**src/rtl/bist_ctrl.sv**
```systemverilog
// BIST controller: 3-bit LFSR drives a full-adder parity CUT whose sum is compressed into a 4-bit signature, then checked against GOLDEN_SIG.
// Optional BIST_CTRL_FAULT_INJ_EN adds a fault_inj input that inverts the CUT output during RUN.
module bist_ctrl #(
    parameter int         NUM_PATTERNS = 7,
    parameter logic [3:0] GOLDEN_SIG   = 4'h4,
    parameter logic [2:0] LFSR_SEED    = 3'b111,
    parameter logic [3:0] MISR_SEED    = 4'b0001
) (
    input  logic       clk,
    input  logic       rst,
    input  logic       start,
    input  logic       abort,
`ifdef BIST_CTRL_FAULT_INJ_EN
    input  logic       fault_inj,
`endif
    output logic       busy,
    output logic       done,
    output logic       pass,
    output logic [3:0] signature,
    output logic [2:0] pattern
);

    if (NUM_PATTERNS < 1 || NUM_PATTERNS > 255) begin : g_bad_num_patterns
        $error("bist_ctrl: NUM_PATTERNS must be in 1..255");
    end
    if (LFSR_SEED == 3'b000) begin : g_bad_lfsr_seed
        $error("bist_ctrl: LFSR_SEED must be nonzero");
    end

    typedef enum logic [1:0] {IDLE, SEED, RUN, CHECK} state_t;

    state_t     state;
    state_t     state_nxt;
    logic       load;
    logic       adv;
    logic       check;
    logic       clr;
    logic [7:0] count;
    logic       cut_s;
    logic       sig_bit;

    localparam logic [7:0] LAST_COUNT = 8'(NUM_PATTERNS - 1);

    assign cut_s = ^pattern;
`ifdef BIST_CTRL_FAULT_INJ_EN
    assign sig_bit = cut_s ^ fault_inj;
`else
    assign sig_bit = cut_s;
`endif

    always_ff @(posedge clk or posedge rst) begin
        if (rst) begin
            state <= IDLE;
        end else begin
            state <= state_nxt;
        end
    end

    always_comb begin
        state_nxt = state;
        load      = 1'b0;
        adv       = 1'b0;
        check     = 1'b0;
        clr       = 1'b0;
        // abort outranks everything and leaves the datapath frozen where it is
        if (abort) begin
            clr       = 1'b1;
            state_nxt = IDLE;
        end else begin
            case (state)
                IDLE: begin
                    if (start) begin
                        clr       = 1'b1;
                        state_nxt = SEED;
                    end
                end
                SEED: begin
                    load      = 1'b1;
                    state_nxt = RUN;
                end
                RUN: begin
                    adv = 1'b1;
                    if (count == LAST_COUNT) begin
                        state_nxt = CHECK;
                    end
                end
                CHECK: begin
                    check     = 1'b1;
                    state_nxt = IDLE;
                end
                default: state_nxt = IDLE;
            endcase
        end
    end

    always_ff @(posedge clk or posedge rst) begin
        if (rst) begin
            pattern   <= LFSR_SEED;
            signature <= MISR_SEED;
            count     <= 8'd0;
        end else if (load) begin
            pattern   <= LFSR_SEED;
            signature <= MISR_SEED;
            count     <= 8'd0;
        end else if (adv) begin
            pattern   <= {pattern[1], pattern[0], pattern[1] ^ pattern[2]};
            signature <= {signature[2], signature[1], signature[0], signature[2] ^ sig_bit};
            count     <= count + 8'd1;
        end
    end

    always_ff @(posedge clk or posedge rst) begin
        if (rst) begin
            done <= 1'b0;
            pass <= 1'b0;
        end else if (clr) begin
            done <= 1'b0;
            pass <= 1'b0;
        end else if (check) begin
            done <= 1'b1;
            pass <= (signature == GOLDEN_SIG);
        end
    end

    assign busy = (state != IDLE);

endmodule
```
**config.mk**
```make
export PLATFORM = sky130hd
export DESIGN_NAME = bist_ctrl
export DESIGN_NICKNAME = d
export VERILOG_FILES = /design/src/rtl/bist_ctrl.sv
export SDC_FILE = /design/constraint.sdc
export NUM_CORES = 1
export LEC_CHECK = 0
export BUFFER_PORTS_ARGS = -buffer_cell sky130_fd_sc_hd__buf_2
export CAP_MARGIN = 10
export CORE_UTILIZATION = 55
export DETAILED_ROUTE_END_ITERATION = 8
export PLACE_DENSITY = 0.76
export SLEW_MARGIN = 10
export SYNTH_ARGS = -nofsm -noshare
export SYNTH_HDL_FRONTEND = slang
export SYNTH_SLANG_ARGS = --single-unit
```
**constraint.sdc**
```tcl
create_clock -name clk -period 4.15 [get_ports clk]
set_input_delay 0.415 -clock clk [delete_from_list [all_inputs] [get_ports clk]]
set_output_delay 0.415 -clock clk [all_outputs]
set_load 0.01 [all_outputs]
```
# Word-level counts from Yosys, hierarchy flattened
# Cells that the tools add are included.
totals:
  reg_bits: 19
  output_inout_bits: 10
  word_cells: 45
classes:
  n_addsub: 1
  n_eq_ne: 7
  n_mux: 23
  bitwise_logic: 2
  n_reduce_logical: 6
op_table:
  columns: ["op", "n"]
  rows:
  - ["8-bit two-way mux", 2]
  - ["1-bit two-way mux", 13]
  - ["8-bit by 1-bit adder with 8-bit output, second input constant", 1]
  - ["8-bit by 3-bit == test with 1-bit output, second input constant", 1]
  - ["4-bit two-way mux", 2]
  - ["2-bit one-hot mux with 4 select lines", 1]
  - ["2-bit two-way mux", 3]
  - ["3-bit two-way mux", 2]
  - ["3-bit inequality test, second input constant", 2]
  - ["2-bit nonzero test", 3]
  - ["2-bit == test, second input constant", 2]
  - ["4-bit by 3-bit == test with 1-bit output, second input constant", 1]
  - ["3-bit XOR reduction", 1]
  - ["2-bit by 1-bit == test with 1-bit output, second input constant", 1]
  - ["2-bit logical NOT", 1]
  - ["2-bit AND reduction", 1]
  - ["1-bit bitwise XOR", 2]

# Depth between registers and ports, before layout
logic_depth:
  ltp_word: 5
  mapped_depth: 7

# Worst setup path before layout
# No wires, ideal clock.
synth_timing:
  kind: "flip-flop to flip-flop"
  from: "register state[0]"
  to: "register count[6]"
  arrival_ns: 1.393
  required_time_ns: 4.025
  setup_slack_ns: 2.631
  path_stages_with_launch: 8
  n_path_buf: 1
  period_less_slack_ns: 1.519
  cell_sequence: "dfrtp_1 -> inv_1 -> ha_1 -> buf_4 -> and4_1 -> a31oi_1 -> o21ai_0 -> o21ai_1"
synth_via:
  elab_chain_len: 4
synth_rtl:
  columns: ["item", "line_no", "text"]
  rows:
  - ["start: declaration", "32", "state_t state;"]
  - ["start signal: assignment", "55", "state <= state_nxt;"]
  - ["2-bit by 1-bit == test with 1-bit output / 2-bit == test (equally long branches)", "70", "case (state)"]
  - ["1-bit two-way mux", "70", null]
  - ["1-bit two-way mux", "66", "if (abort) begin"]
  - ["8-bit two-way mux / 2-bit nonzero test (equally long branches)", null, null]
  - ["end signal: assignment", "108", "count <= count + 8'd1;"]
  - ["end: declaration", "38", "logic [7:0] count;"]
# Parallel ways exist; a longest one is shown, timed or not.
# A chain may end at the register's enable or synchronous reset.

# Worst setup path in the final report
layout_timing:
  from: "register state[1]"
  to: "register count[7]"
# Same word-level chain as after synthesis.

==> results.yml <==
global_route:
  grt_pass1_vias: 781
  grt_pass1_wl_um: 3440
  track_usage_pct: 23.2
  antenna_found_initial: 0
  grt_overflow: 0
  grt_max_degree: 20
logic_synthesis:
  synthTopCellsByCount: "dfrtp_1 (15), nor2_1 (14), nand2_1 (11), o21ai_0 (9), inv_1 (8)"
  synth.area.mux_share_pct: 1.85
  synth_area_leaders: "dfrtp_1 (35%), dfstp_2 (9.7%), ha_1 (8.1%)"
  synth_ff_type: "dfrtp_1"
  synth_top_area_share_pct: 34.7
  syn_avg_cell_area_um2: 9.49
  synth-adder-area-share_pct: 8.09
  syn_nets: 125
  synth_top_cell_by_area: "dfrtp_1"
  yosysUniqueCellTypes: 33
  synth_area_um2: 1080
  yosysWarnings: 0
  yosysSeqAreaShare_pct: 44.4
  synth-seq-cells: 19
  synth_compound_area_share_pct: 18.5
  synth_simple_gate_area_share_pct: 17.9
  synth.most_common_cell: "dfrtp_1"
  synthXorXnorAreaFrac_pct: 4.05
  synth_top_family_by_area: "compound AO/OA/AOI/OAI gates"
  synthCells: 114
  synth-edff-count: 0
  async_flop_share_pct: 100
layout:
  n_antenna_cell: 0
  finish.instance_area_um2: 1180
  fin_nets: 139
  fillers: 149
  drive_gt1_share_pct: 17.3
  synthToLayoutAreaGrowth_pct: 8.90
clocking:
  cts_tree: "done"
  holdBufCountCts: 0
  clkTransAtPathRegs_ns: 0.10
  cts_resized: 0
  cts_buffer_depth: 2
  cts_root_buf: "clkbuf_4"
  htree_levels: 1
  insertion_delay_ns: 0.30
  numCtsBuffers: 3
  cts_sinks: 19
  post_cts.repair.setup_buffers: 0
power_and_ir_drop:
  p_total_uw: 801
  p_leak_uw: 0.000539
  ir_drop_mv: 0.504
  power_density_nw_per_um2: 680
sta:
  hold_viol: 0
  drv_slew: 0
  worstMarginPinSlew_ns: 0.688
  setup_ws_ns: 2.31
  rsz0062_at_grt: "false"
  final.period_utilization_pct: 44.3
  hold_ws_ns: 0.196
  fin_skew_ns: 0.00712
  slew-limit-headroom_pct: 54.1
  max_clock_freq_mhz: 544
  fin_setup_tns_ns: 0
  setup_violations: 0
  layout_min_cycle_time_ns: 1.84
place:
  gp_congestion: 0.818
  place_ws_ns: 2.34
  io_buffers: 13
  placed_area_um2: 1150
  hpwl_um: 1460
floorplanning:
  die-area_um2: 2150
  die_width_um: 46.4
  fp.dieH_um: 46.4
  rows: 15
  core-area_um2: 1780
  start_util_pct: 60.7
  io_pins: 14
routing:
  post_drt_wl_per_cell_um: 13.1
  firstDrtPassIters: 4
  via_per_inst: 5.49
  vias: 834
  wirelength_um: 1990
  drc: 0
  ant_nets: 0
  drt-initial-drc-count: 30
setup_path:
  end_kind: "flop"
  rr_endpoint: "count[7]"
  worstPathMaxFanout: 15
  critPathKind: "reg2reg"
  r2r_start: "state[1]"
  cp-start-kind: "flop"
  worstRegToRegCells: 6
  r2r_slack_ns: 2.31
  worstPathRequired_ns: 4.34
  startpoint: "state[1]"
  cp.arrival_ns: 2.03
worst_hold_path:
  hold_path.class: "in2async"
flow_run:
  cap_violations: 0
outcome:
  status: "complete, no violations"
==> worst max path at each step <==
stage	endpoint	slack, ns	depth (start not counted)
3_5_place_dp	count[7]	2.34	6
2_1_floorplan	count[6]	2.63	7
5_1_grt	count[7]	2.17	6
6_report	count[7]	2.31	6
3_3_place_gp	count[7]	2.37	6
4_1_cts	count[7]	2.31	6
==> state kept, by name, indices dropped and copies added (netlist names) <==
signal,flops
count,8
signature,4
pattern,3
state,2
done,1
pass,1
==> power breakdown <==
group          leakage (uW)  internal, uW  switching (uW)
sequential         0.000233           261            78.4
combinational      0.000291           161             208
clock             0.0000150          37.6            55.7
==> area by class of cell <==
type,instances,area [um2],area share (%)
inverter,8,30.0,2.55
clock buffer,4,26.3,2.23
tap,25,31.3,2.65
sequential,19,480,40.8
multi-input combinational,83,546,46.3
timing repair buffer,13,65.1,5.52
==> critical path: stages, from the launching register on <==
cell and delay (ns):
dfrtp_1 0.42, inv_1 0.14, ha_1 0.51, o21bai_4 0.16
nor4_4 0.29, xnor2_1 0.14, nor2_1 0.05
==> layer usage <==
layer  GRT usage, %  vias to the layer above  wire [um]
met2           36.1                       19        887
met5              0                        -          0
met4           7.65                        0         17
li1               -                      424          -
met3           8.63                        3         86
met1           29.4                      388        995
==> kinds of logic (layout without fill, tap and decap cells) <==
kind of cell,after synthesis,after routing
compound gates,30,30
flops,19,19
fa+ha+maj,7,7
buf+inv,12,25
mux,2,2
xor+xnor,5,5
simple gates,39,39
==> stage by stage <==
step | cells | utilization (%)
6_report | 152 | 66.1
4_1_cts | 152 | 66.1
3_3_place_gp | 148 | 64.6
3_5_place_dp | 148 | 64.6
2_1_floorplan | 114 | -
5_1_grt | 152 | 66.1
==> layout by cell type (no fill, tap or decap), drive strengths merged, types with 2 or more instances in the layout <==
| cell | n |
|---|---|
| a211oi | 3 |
| a21oi | 6 |
| inv | 8 |
| nor3 | 3 |
| dfrtp | 15 |
| o32a | 2 |
| o21ai | 10 |
| nor2 | 14 |
| mux2i | 2 |
| a31oi | 2 |
| xnor2 | 4 |
| and3 | 2 |
| ha | 7 |
| nor4 | 2 |
| nand2 | 11 |
| nand4 | 2 |
| buf | 13 |
| dfstp | 4 |
| a22oi | 2 |
| o22a | 2 |
| clkbuf | 4 |
No activity file was read; power rests on OpenSTA's default activity.
